### src/rtl/mod_99_4_7_verify_ctrl_if.sv
// MAC Merge verify controller signal bundle: receive decoder, transmit arbiter and management.
// master drives the controller inputs; slave is the controller itself.
interface mod_99_4_7_verify_ctrl_if;
  logic       p_enable;
  logic       disable_verify;
  logic       link_fail;
  logic [6:0] verify_time;
  logic       rcv_verify;
  logic       rcv_respond;
  logic       tx_verify_ack;
  logic       tx_respond_ack;
  logic       tx_verify_req;
  logic       tx_respond_req;
  logic [2:0] verify_status;
  logic       preempt_active;
  logic [2:0] verify_cnt;
  logic       verify_timer_done;

  modport master (
    output p_enable, disable_verify, link_fail, verify_time,
           rcv_verify, rcv_respond, tx_verify_ack, tx_respond_ack,
    input  tx_verify_req, tx_respond_req, verify_status, preempt_active,
           verify_cnt, verify_timer_done
  );

  modport slave (
    input  p_enable, disable_verify, link_fail, verify_time,
           rcv_verify, rcv_respond, tx_verify_ack, tx_respond_ack,
    output tx_verify_req, tx_respond_req, verify_status, preempt_active,
           verify_cnt, verify_timer_done
  );
endinterface

### src/rtl/mod_99_4_7_verify_ctrl.sv
// MAC Merge verify/respond controller: verify state diagram, ms verify_timer,
// attempt counting and respond-request generation for the preemption path.
//
// state      | meaning
// S_INIT     | verify_cnt cleared, status INITIAL
// S_DISABLED | verification skipped, preemption allowed
// S_IDLE     | about to request a verify mPacket
// S_SEND     | tx_verify_req held until acked
// S_WAIT     | verify_timer running, waiting for respond
// S_VERIFIED | respond seen, preemption allowed
// S_FAILED   | attempt limit exhausted
module mod_99_4_7_verify_ctrl #(
  parameter int CYCLES_PER_MS = 125000,
  parameter int VERIFY_LIMIT  = 3
) (
  input logic clk,
  input logic reset,
  mod_99_4_7_verify_ctrl_if.slave bus
);

  localparam int         PW     = (CYCLES_PER_MS > 1) ? $clog2(CYCLES_PER_MS) : 1;
  localparam logic [PW-1:0] PRE_TC = PW'(CYCLES_PER_MS - 1);
  localparam logic [2:0] LIMIT  = 3'(VERIFY_LIMIT);

  typedef enum logic [2:0] {
    S_INIT,
    S_DISABLED,
    S_IDLE,
    S_SEND,
    S_WAIT,
    S_VERIFIED,
    S_FAILED
  } state_t;

  state_t        state, state_n;
  logic [2:0]    cnt, cnt_n;
  logic [PW-1:0] pre;
  logic [6:0]    ms;
  logic [6:0]    t_lat;
  logic          resp_req;
  logic          abort;
  logic          timer_start;
  logic          timer_done;

  assign abort = bus.link_fail | ~bus.p_enable;

  // t_lat of 0 wraps to 127 here, giving the 128 ms encoding for free
  assign timer_done = (state == S_WAIT) && (pre == PRE_TC) && (ms == t_lat - 7'd1);

  always_ff @(posedge clk) begin
    if (reset) begin
      state <= S_INIT;
      cnt   <= '0;
    end else begin
      state <= state_n;
      cnt   <= cnt_n;
    end
  end

  always_comb begin
    state_n     = state;
    cnt_n       = cnt;
    timer_start = 1'b0;
    if (abort) begin
      state_n = S_INIT;
    end else begin
      case (state)
        S_INIT:     state_n = bus.disable_verify ? S_DISABLED : S_IDLE;
        S_DISABLED: if (!bus.disable_verify) state_n = S_INIT;
        S_IDLE:     state_n = bus.disable_verify ? S_INIT : S_SEND;
        S_SEND: begin
          if (bus.disable_verify) begin
            state_n = S_INIT;
          end else if (bus.tx_verify_ack) begin
            state_n     = S_WAIT;
            timer_start = 1'b1;
            cnt_n       = (cnt == 3'd7) ? cnt : cnt + 3'd1;
          end
        end
        S_WAIT: begin
          if (bus.disable_verify)   state_n = S_INIT;
          else if (bus.rcv_respond) state_n = S_VERIFIED;
          else if (timer_done)      state_n = (cnt < LIMIT) ? S_IDLE : S_FAILED;
        end
        S_VERIFIED, S_FAILED: if (bus.disable_verify) state_n = S_INIT;
        default:    state_n = S_INIT;
      endcase
    end
    if (state_n == S_INIT) cnt_n = '0;
  end

  // verify_time is captured once at start so later edits cannot move the expiry
  always_ff @(posedge clk) begin
    if (reset) begin
      pre   <= '0;
      ms    <= '0;
      t_lat <= '0;
    end else if (abort || timer_start) begin
      pre <= '0;
      ms  <= '0;
      if (timer_start) t_lat <= bus.verify_time;
    end else if (state == S_WAIT) begin
      if (pre == PRE_TC) begin
        pre <= '0;
        ms  <= ms + 7'd1;
      end else begin
        pre <= pre + PW'(1);
      end
    end
  end

  // a verify arriving with the ack re-arms the request for one more respond
  always_ff @(posedge clk) begin
    if (reset || abort)          resp_req <= 1'b0;
    else if (bus.rcv_verify)     resp_req <= 1'b1;
    else if (bus.tx_respond_ack) resp_req <= 1'b0;
  end

  always_comb begin
    bus.verify_status  = 3'd0;
    bus.preempt_active = 1'b0;
    case (state)
      S_DISABLED: begin
        bus.verify_status  = 3'd4;
        bus.preempt_active = 1'b1;
      end
      S_IDLE, S_SEND, S_WAIT: bus.verify_status = 3'd1;
      S_VERIFIED: begin
        bus.verify_status  = 3'd2;
        bus.preempt_active = 1'b1;
      end
      S_FAILED:   bus.verify_status = 3'd3;
      default:    bus.verify_status = 3'd0;
    endcase
  end

  assign bus.tx_verify_req     = (state == S_SEND);
  assign bus.tx_respond_req    = resp_req;
  assign bus.verify_cnt        = cnt;
  assign bus.verify_timer_done = timer_done;

endmodule

### src/flat_wrapper.sv
// flat-port wrapper written by rule: the top's interface ports become plain ports
module mod_99_4_7_verify_ctrl_flat 
#(
  parameter int CYCLES_PER_MS = 125000,
  parameter int VERIFY_LIMIT  = 3
)
  (clk, reset, bus_p_enable, bus_disable_verify, bus_link_fail, bus_verify_time, bus_rcv_verify, bus_rcv_respond, bus_tx_verify_ack, bus_tx_respond_ack, bus_tx_verify_req, bus_tx_respond_req, bus_verify_status, bus_preempt_active, bus_verify_cnt, bus_verify_timer_done);
  mod_99_4_7_verify_ctrl_if bus_i ();
  input logic clk;
  input logic reset;
  input wire logic [$bits(bus_i.p_enable)-1:0] bus_p_enable;
  input wire logic [$bits(bus_i.disable_verify)-1:0] bus_disable_verify;
  input wire logic [$bits(bus_i.link_fail)-1:0] bus_link_fail;
  input wire logic [$bits(bus_i.verify_time)-1:0] bus_verify_time;
  input wire logic [$bits(bus_i.rcv_verify)-1:0] bus_rcv_verify;
  input wire logic [$bits(bus_i.rcv_respond)-1:0] bus_rcv_respond;
  input wire logic [$bits(bus_i.tx_verify_ack)-1:0] bus_tx_verify_ack;
  input wire logic [$bits(bus_i.tx_respond_ack)-1:0] bus_tx_respond_ack;
  output wire logic [$bits(bus_i.tx_verify_req)-1:0] bus_tx_verify_req;
  output wire logic [$bits(bus_i.tx_respond_req)-1:0] bus_tx_respond_req;
  output wire logic [$bits(bus_i.verify_status)-1:0] bus_verify_status;
  output wire logic [$bits(bus_i.preempt_active)-1:0] bus_preempt_active;
  output wire logic [$bits(bus_i.verify_cnt)-1:0] bus_verify_cnt;
  output wire logic [$bits(bus_i.verify_timer_done)-1:0] bus_verify_timer_done;
  assign bus_i.p_enable = bus_p_enable;
  assign bus_i.disable_verify = bus_disable_verify;
  assign bus_i.link_fail = bus_link_fail;
  assign bus_i.verify_time = bus_verify_time;
  assign bus_i.rcv_verify = bus_rcv_verify;
  assign bus_i.rcv_respond = bus_rcv_respond;
  assign bus_i.tx_verify_ack = bus_tx_verify_ack;
  assign bus_i.tx_respond_ack = bus_tx_respond_ack;
  assign bus_tx_verify_req = bus_i.tx_verify_req;
  assign bus_tx_respond_req = bus_i.tx_respond_req;
  assign bus_verify_status = bus_i.verify_status;
  assign bus_preempt_active = bus_i.preempt_active;
  assign bus_verify_cnt = bus_i.verify_cnt;
  assign bus_verify_timer_done = bus_i.verify_timer_done;
  mod_99_4_7_verify_ctrl #(.CYCLES_PER_MS(CYCLES_PER_MS), .VERIFY_LIMIT(VERIFY_LIMIT)) u_core (.clk(clk), .reset(reset), .bus(bus_i));
endmodule
### config.mk
export PLATFORM = sky130hd
export DESIGN_NAME = mod_99_4_7_verify_ctrl_flat
export DESIGN_NICKNAME = d
export VERILOG_FILES = /design/src/rtl/mod_99_4_7_verify_ctrl_if.sv /design/src/rtl/mod_99_4_7_verify_ctrl.sv /design/src/flat_wrapper.sv
export SDC_FILE = /design/constraint.sdc
export NUM_CORES = 1
export LEC_CHECK = 0
export CAP_MARGIN = 20
export CORE_UTILIZATION = 40
export CTS_BUF_LIST = sky130_fd_sc_hd__clkbuf_8
export DETAILED_ROUTE_END_ITERATION = 8
export PLACE_DENSITY = 0.6
export REMOVE_ABC_BUFFERS = 1
export SLEW_MARGIN = 30
export SYNTH_ARGS = -nofsm -noshare
export SYNTH_HDL_FRONTEND = slang
export SYNTH_SLANG_ARGS = --single-unit
### constraint.sdc
create_clock -name clk -period 2.55 [get_ports clk]
set_input_delay 0.51 -clock clk [delete_from_list [all_inputs] [get_ports clk]]
set_output_delay 0.51 -clock clk [all_outputs]
set_load 0.02 [all_outputs]
After elaboration in Yosys (flattened, before gate mapping)
Index checks and enable logic that the tools add are counted.
W data, S select, Z words.
Word-level totals
  input port bits: 16
  bits in writable memories: 0
  output and inout bits: 10
  bits in latches: 0
  memories kept: 0
  register bits after elaboration: 38
  logic and storage cells: 61
  bits in read-only memories: 0
Cells by class
  add/subtract/negate cells: 4
  $lt $le $gt $ge: 1
  bitwise gates (word level): 5
  mux-type cells: 21
  div/mod/pow operators: 0
  eq/ne operators: 9
  shift-type cells: 0
  $mul: 0
  reductions and logical operators: 15
Operators with widths (number)
  $mux W3: 9
  $pmux W3 S6: 1
  $add A17 B1 Y17 const B: 1
  $eq A17 B17 Y1 const B: 1
  $mux W17: 1
  $eq A3 B3 Y1 const B: 4
  $pmux W3 S4: 1
  $reduce_or A2 Y1: 4
  $add A7 B1 Y7 const B: 1
  $eq A7 B7 Y1: 1
  $mux W1: 7
  $sub A7 B1 Y7 const B: 1
  $eq A3 B2 Y1 const B: 2
  $logic_not A3 Y1: 2
  $reduce_and A5 Y1: 1
  $mux W2: 2
  $not A1 Y1: 4
  $reduce_and A2 Y1: 2
  $add A3 B1 Y3 const B: 1
  $eq A3 B1 Y1 const B: 1
  $lt A3 B2 Y1 const B: 1
  $reduce_or A3 Y1: 1
  $logic_and A1 B1 Y1: 2
  $logic_or A1 B1 Y1: 2
  other kinds (2): 2

Longest topological paths before layout
Gate-level depths: netlist of run 1.
  word-level depth: 10
  mapped depth: 8
  gate-level depth less buffers: 8

Least setup slack after synthesis of run 1
No wires, ideal clock.
  path type: register -> output
  from: register u_core.t_lat[0]
  to: output bus_verify_timer_done
  data arrival time: 2174 ps
  path buffers: 0
  cell stages (with the launch flop): 7
  slack: -134 ps
  data required time: 2040 ps
  cells stage by stage: dfxtp_1 inv_1 ha_1 or2b_4 or4b_4 and2_4 nor4_1
On the way
  cells in the longest elaborated chain, start to end: 3
RTL lines
  from (decl): RTL line mod_99_4_7_verify_ctrl.sv:39  | logic [6:0] t_lat;
  from (signal assigned): RTL line mod_99_4_7_verify_ctrl.sv:101  | if (timer_start) t_lat <= bus.verify_time;
  $sub A7 B1 Y7: RTL line mod_99_4_7_verify_ctrl.sv:48  | assign timer_done = (state == S_WAIT) && (pre == PRE_TC) && (ms == t_lat - 7'd1);
  $eq A7 B7 Y1: RTL line mod_99_4_7_verify_ctrl.sv:48
  $logic_and A1 B1 Y1: RTL line mod_99_4_7_verify_ctrl.sv:48
  to (decl): RTL line flat_wrapper.sv:24  | output wire logic [$bits(bus_i.verify_timer_done)-1:0] bus_verify_timer_done;
Every way passes these cells.

Worst setup path after layout of run 1
  from: register u_core.t_lat[1]
  to: output bus_verify_timer_done
Same word-level chain as after synthesis.

==> metrics.md, run 1 <==
| Metric | Value |
|---|---|
| # H-tree levels | 2 |
| Largest net degree at the start of global routing | 17 |
| Reg2reg start | u_core.t_lat[1]$_SDFFE_PP0P_ |
| Sink of the worst hold path | u_core.bus.tx_respond_req$_SDFFE_PP0P_ |
| Routed Antenna Nets | 0 |
| Core Footprint | about 0.0048 sq mm |
| Vias per inst | 4.81 |
| Final GP Congestion | between 0.7 and 0.8 |
| R2R depth | 8 |
| Hold WS | slightly below 0.5 ns |
| Reg2reg setup slack | roughly 0.20 ns |
| Power Density | around 470 mW/mm^2 |
| Fmax | ~400 MHz |
| Hold Crit Start | u_core.bus.tx_respond_req$_SDFFE_PP0P_ |
| Placed Area | ~0.0026 sq mm |
| Synth Flop Type | dfxtp_1 |
| Fin Setup TNS | 0 ns |
| Fin crit share | a little over nine tenths |
| DR WL/cell | between 10 and 15 um |
| Comb power frac | a little over 5% |
| Post-CTS setup buffer count | 0 |
| Max VDD drop | roughly 0.00030 V |
| Hpwl dp | about 3200 um |
| Die area | between 0.005 and 0.006 sq mm |
| Crit path largest cell delay | approximately 0.48 ns |
| Routed wire length | 4280 um |
| Critical-path cell list | inv_2 -> ha_4 -> or2b_4 -> or4b_4 -> and2_4 -> nor4_4 -> buf_4 |
| Nets | around 320 |
| Fillcell total | ~470 |
| Tmin final | approximately 2.5 ns |
| Clock-pin slew on the worst setup and hold paths | about 0.080 ns |
| Syn. warnings | 0 |
| Largest cells by area after synthesis | dfxtp_1 38%, nor2_1 8.9%, xnor2_1 6.5%, xor2_1 6.5%, mux2i_1 5.4% |
| Final hold violation count | 0 |
| Worst min-delay path category | reg -> reg |
| Root Buffer | clkbuf_8 |
| Library cells used by synthesis | 47 |
| P_leak | between 0.001 and 0.0015 uW |
| Final instance area | 0.00278 sq mm |
| DR DRC count | 0 |
| Relative slew slack | around 60% |
| Worst r2r dst | u_core.bus.verify_cnt[1]$_SDFFE_PP0P_ |
| Total power | 1300 uW |
| RSZ-0062 raised after global routing | yes |
| IO buf count | 25 |
| Most instantiated cells after synthesis | 48 x nor2_1, 38 x dfxtp_1, 17 x nand2_1, 15 x xnor2_1, 15 x xor2_1 |
| GRT Residual Overflow | 0 |
| Crit Path Max Fanout | 2 |
| Flop pwr share | between 40% and 50% |
| Max-slew violations | 0 |
| Leading area contributor after synthesis | dfxtp_1 |
| Slowest-stage cell, CP | or4b_4 |
| Clk buf depth | 2 |
| Cells after synthesis | around 240 |
| Tot GR Track Use | between 15 and 20% |
| Clock network power share | 49.0% |
| Mapped cell area | between 0.002 and 0.0025 sq mm |
| Number of max-cap violations | 0 |
| Top-area cell type share of the netlist area | 37.6% |
| Clk sink count | 38 |
| Critical path data arrival time | about 2 ns |
| DR vias | 1750 |
| Num CTS Buffers | 5 |
| Antenna diodes | 0 |
| Cell internal pwr | approximately 1100 uW |
| Sequential fraction of the synthesis area | 37.6% |
| Final Skew | about 0.0054 ns |
| Setup violators final | 0 |
| Clock latency at the later pin of the worst-skew pair | 0.29 ns |
| Buf/Inv on CP | 2 |
| Row count | 25 |
| Crit path launch type | register |
| First-pass GRT wire length | approximately 7100 um |
| Worst path required time | between 2 and 2.5 ns |
| Initial antenna violation count | 0 |
| Synthesis-to-finish area growth | 37.4% |
| Avg Cell Area, Syn | about 8.5 sq um |
| WHS Path Cells | 2 |
| IO Pins | 26 |
| Crit. End Element | primary output |
| FFs w/ async S/R, synth | 0% |
| Util after Layout | 58.0% |
| Outcome | finished clean |
| Worst slew pin tran | ~0.6 ns |
| Switch Pwr | about 240 uW |
| Initial Utilization | a little over two fifths |
| CP delay by family, top | simple AND/OR/NAND/NOR gates |
| Chip height | 73.1 um |
| Router iterations before antenna repair | 4 |
| Vias in the first global route | ~1700 |
| Cell with the most instances after synthesis | nor2_1 |
| Switching share of power | between 10% and 20% |
| Chip Width | 73.1 um |
| Setup Crit Path Kind | reg -> out |
| Drt initial violations | just under 60 |
| Layout cells sized above 1 | about 20% |
| CTS tree | built |
| Number of flops mapped to enable cells by yosys | 0 |
| Register bit total from synthesis | 38 |
timing repair:
item,in CTS,in global routing
hold buffers,0,0
resized for setup,13,5
pin swaps,3,1
endpoints found under the setup margin,3,4
kinds of logic after synthesis:
group                      after synthesis  synth area share (%)
AOI/OAI and AO/OA                       20                  7.67
and+or+nand+nor                        120                  30.2
buffers and inverters                   15                  2.97
xor gates and xnor gates                30                  13.0
muxes                                   11                  5.45
adders and majority gates                5                  3.09
DFF                                     38                  37.6
area by class of cell:
type / count / area, sq um / area share (%)
inverters: 7 / 26.3 / 0.946
well taps: 67 / 83.8 / 3.02
flip-flops and latches: 38 / 763 / 27.5
clock buffers: 6 / 82.6 / 2.97
clock inverters: 2 / 60.1 / 2.16
multi-input cells: 186 / 1250 / 45.1
repair buffers: 58 / 508 / 18.3
power groups by stage:
stage / Clock (uW) / Combinational, uW / Sequential [uW]
after detailed placement: 0 / 64.2 / 609
after global placement: 0 / 64.5 / 609
final: 635 / 65.5 / 595
after floorplan: 0 / 18.2 / 611
after global routing: 673 / 71.3 / 595
after CTS: 654 / 64.8 / 595
per-stage QoR:
step	setup slack, ns	cells
4_1_cts	0.0107	364
3_3_place_gp	-0.269	356
3_5_place_dp	-0.326	356
2_1_floorplan	-0.134	231
6_report	0.0275	364
5_1_grt	-0.0493	364
layer usage:
| metal | share of wire [%] | track usage, % |
|---|---|---|
| met3 | 3.2 | 4.42 |
| met5 | 0 | 0 |
| met4 | 0.89 | 5.88 |
| met1 | 51 | 21.5 |
| met2 | 44 | 28.7 |
cells in the final DEF (no fill, tap or decap), types with 3 or more instances in the layout:
cell,synthesis,routed
a21oi_1,5,5
and2_1,3,3
and3_1,4,4
buf_4,0,33
clkbuf_8,0,6
clkdlybuf4s50_1,0,24
dfxtp_1,38,36
ha_1,5,4
inv_1,7,5
mux2i_1,11,11
nand2_1,17,17
nand2b_1,4,4
nand3_1,10,10
nor2_1,48,47
nor3_1,7,7
nor3b_1,3,3
nor4_1,6,4
xnor2_1,15,15
xor2_1,15,15
registers in the layout (all words and copies together), names as in the netlist:
register and flops:
u_core.pre 17, u_core.ms 7, u_core.t_lat 7, u_core.bus.verify_cnt 3, u_core.state 3, u_core.bus.tx_respond_req 1
worst max-delay path by stage:
| stage | from | endpoint | slack [ns] | cells after the start |
|---|---|---|---|---|
| after global placement | u_core.t_lat[0]$_SDFFE_PP0P_ | bus_verify_timer_done | -0.27 | 7 |
| after CTS | u_core.t_lat[1]$_SDFFE_PP0P_ | bus_verify_timer_done | 0.01 | 7 |
| after detailed placement | u_core.t_lat[0]$_SDFFE_PP0P_ | bus_verify_timer_done | -0.33 | 7 |
| after global routing | u_core.t_lat[0]$_SDFFE_PP0P_ | bus_verify_timer_done | -0.05 | 9 |
| after floorplan | u_core.t_lat[0]$_SDFFE_PP0P_ | bus_verify_timer_done | -0.13 | 6 |
| final | u_core.t_lat[1]$_SDFFE_PP0P_ | bus_verify_timer_done | 0.03 | 7 |
worst reg2reg max path: stages, from the launching register on:
cell      delay [ns]
dfxtp_2         0.32
inv_2           0.06
ha_4            0.13
or2b_4          0.26
or4b_4          0.48
buf_4           0.16
a2111o_1        0.45
a211oi_4        0.30
nor3b_1         0.08
(Power assumes the default switching activity.)
==> run 2: changes to the inputs <==
- SKIP_LAST_GASP: default -> 1
==> run 2 against run 1 <==
Effect of this change: the run now ends with setup timing left; final area down 0.36%; fmax down 2.8%; total power down 0.20%; die area unchanged; worst hold slack worse by 0.00092 ns; worst setup slack worse by 0.074 ns; sequential cell count unchanged; sequential power about the same; clock-buffer cell count unchanged.
==> metrics.md, run 2 (same netlist as run 1, synthesis figures left out) <==
| Metric | Value |
|---|---|
| Outcome | complete, but fails checks |
| Failing checks | setup timing |
| IO buf count | 25 (unchanged) |
| P_leak | 0.00107 uW (-2.0%) |
| Slowest-stage cell, CP | or4b_4 |
| Die area | 0.00534 sq mm (unchanged) |
| First-pass GRT wire length | 7110 um (unchanged) |
| Nets | 317 (unchanged) |
| DR vias | 1746 (-0.23%) |
| Row count | 25 (unchanged) |
| Vias per inst | 4.80 (-0.23%) |
| Clk buf depth | 2 (unchanged) |
| Buf/Inv on CP | 2 (unchanged) |
| Setup violators final | 1 (+1) |
| Synthesis-to-finish area growth | 36.9% |
| Comb power frac | 5.1% (about the same) |
| Fin crit share | 102% (+2.9 points) |
| Fillcell total | 473 (unchanged) |
| Commonest non-fill, non-tap cell in the layout | nor2_1 |
| Tmin final | 2.60 ns (+0.0738 ns) |
| Relative slew slack | 59.7% (unchanged) |
| Clock-pin slew on the worst setup and hold paths | 0.07 ns (about the same) |
| Initial antenna violation count | 0 (unchanged) |
| DP Worst Slack | -0.326 ns (unchanged) |
| CTS tree | built |
| Largest register FFs | 17 (unchanged) |
| DR DRC count | 0 (unchanged) |
| Setup Crit Path Kind | reg -> out |
| Final Skew | 0.00510 ns (-0.000328 ns) |
| Crit path largest cell delay | 0.48 ns (about the same) |
| Top reg by flops | u_core.pre |
| Fmax | 385 MHz (-2.8%) |
| Min setup slack post-route | -0.0462 ns (-0.0738 ns) |
| Util after Layout | 57.8% (-0.21 points) |
| Max-slew violations | 0 (unchanged) |
| Hpwl dp | 3210 um (unchanged) |
| Chip height | 73.1 um (unchanged) |
| Worst path required time | 2.04 ns (about the same) |
| Layout cells sized above 1 | 18.9% (-1.3 points) |
| Critical path data arrival time | 2.09 ns (+0.08 ns) |
| Chip Width | 73.1 um (unchanged) |
| GRT Residual Overflow | 0 (unchanged) |
| Core Footprint | 0.00479 sq mm (unchanged) |
| Cell internal pwr | 1050 uW (about the same) |
| Clock latency at the later pin of the worst-skew pair | 0.29 ns (about the same) |
| Clk sink count | 38 (unchanged) |
| Routed Antenna Nets | 0 (unchanged) |
| DR WL/cell | 11.9 um (+1.5%) |
| Tot GR Track Use | 17.2% (unchanged) |
| Largest registers | u_core.pre x17, u_core.ms x7, u_core.t_lat x7 |
| RSZ-0062 raised after global routing | yes |
| Router iterations before antenna repair | 4 (unchanged) |
| Final hold violation count | 0 (unchanged) |
| Crit path launch type | register |
| Largest net degree at the start of global routing | 17 (unchanged) |
| Root Buffer | clkbuf_8 |
| Cell Count, Final, Fillers Out | 364 (unchanged) |
| Post-CTS setup buffer count | 0 (unchanged) |
| Initial Utilization | 42.2% (unchanged) |
| Flop pwr share | 46.0% (about the same) |
| Worst min-delay path category | reg -> reg |
| CP delay by family, top | simple AND/OR/NAND/NOR gates |
| Routed wire length | 4340 um (+1.5%) |
| Crit. End Element | primary output |
| Final GP Congestion | 0.779 (unchanged) |
| Num CTS Buffers | 5 (unchanged) |
| Most frequent cells in the layout | 48 x nor2_1, 37 x dfxtp_1, 33 x buf_4 |
| Clock network power share | 48.9% (about the same) |
| Worst slew pin tran | 0.599 ns (unchanged) |
| Max VDD drop | 0.000299 V (-0.19%) |
| # H-tree levels | 2 (unchanged) |
| Critical-path cell list | inv_1 -> ha_2 -> or2b_4 -> or4b_4 -> and2_4 -> nor4_2 -> buf_4 |
| Crit Path Max Fanout | 2 (unchanged) |
| Fin Setup TNS | -0.0462 ns (-0.0462 ns) |
| Antenna diodes | 0 (unchanged) |
| Vias in the first global route | 1652 (unchanged) |
| Placed Cells | 356 (unchanged) |
| Drt initial violations | 61 (+5.2%) |
| Switch Pwr | 242 uW (-1.1%) |
| IO Pins | 26 (unchanged) |
| Switching share of power | 18.8% (-0.16 points) |
| Power Density | 467 mW/mm^2 (+0.16%) |
| Number of max-cap violations | 0 (unchanged) |
-- run 2: cell count changes in the layout (fill, tap and decap cells not counted) --
cell,delta
a2111oi_2,-1
a2111oi_4,+1
dfxtp_1,+1
dfxtp_2,-1
ha_2,+1
ha_4,-1
inv_1,+2
inv_2,-2
nor2_1,+1
nor2_2,-1
nor4_2,+1
nor4_4,-1
-- run 2: layout make-up --
| type | count | area [sq um] | area share (%) |
|---|---|---|---|
| clock buffers | 6 | 82.6 | 2.98 |
| multi-input cells | 186 | 1240 | 45.0 |
| well taps | 67 | 83.8 | 3.03 |
| flip-flops and latches | 38 | 762 | 27.5 |
| inverters | 7 | 26.3 | 0.949 |
| clock inverters | 2 | 60.1 | 2.17 |
| repair buffers | 58 | 508 | 18.4 |
-- run 2: path summary, 6_finish.rpt --
kind | from | slack [ns] | depth (start not counted) | to
worst max-delay path | u_core.t_lat[0]$_SDFFE_PP0P_ | -0.05 | 7 | bus_verify_timer_done
worst min-delay path | u_core.bus.tx_respond_req$_SDFFE_PP0P_ | 0.49 | 2 | u_core.bus.tx_respond_req$_SDFFE_PP0P_
worst max register to register | u_core.t_lat[0]$_SDFFE_PP0P_ | 0.15 | 10 | u_core.bus.verify_cnt[1]$_SDFFE_PP0P_
worst min register to register | u_core.bus.tx_respond_req$_SDFFE_PP0P_ | 0.49 | 2 | u_core.bus.tx_respond_req$_SDFFE_PP0P_
-- run 2: per-layer routing --
layer  vias up  track usage (%)  part of all wire [%]
met1       789             21.5                    51
met4         0             5.88                  0.88
met5         -                0                     0
li1        931                -                     -
met3         5             4.42                   3.1
met2        21             28.7                    45
-- run 2: what timing repair did --
| item | CTS | global route |
|---|---|---|
| gates cloned | 0 | 0 |
| pin swaps | 3 | 2 |
| hold buffers | 0 | 0 |
| setup endpoints to repair | 3 | 4 |
| gates resized for setup | 10 | 3 |
-- run 2: power by group through the flow --
stage	registers (uW)	logic, uW	clock network (uW)
6_report	595	65.8	632
5_1_grt	595	71.4	673
4_1_cts	595	64.8	654
3_5_place_dp	609	64.2	0
3_3_place_gp	609	64.5	0
2_1_floorplan	611	18.2	0
-- run 2: per-stage QoR --
stage          hold WS, ns  cell area, sq um  total power [uW]
2_1_floorplan        0.471              1990               629
3_3_place_gp         0.462              2580               673
5_1_grt              0.511              2770              1340
4_1_cts              0.497              2740              1310
3_5_place_dp         0.478              2580               673
6_report             0.489              2770              1290
-- run 2: worst reg2reg max path, cell delays in order (launching register included) --
cell and delay, ns:
dfxtp_2 0.33, inv_1 0.05, ha_2 0.16, or2b_4 0.26
buf_4 0.15, nor4_4 0.23, buf_4 0.15, o2111ai_1 0.20
a2111o_1 0.41, a211oi_4 0.27, nor3b_1 0.08
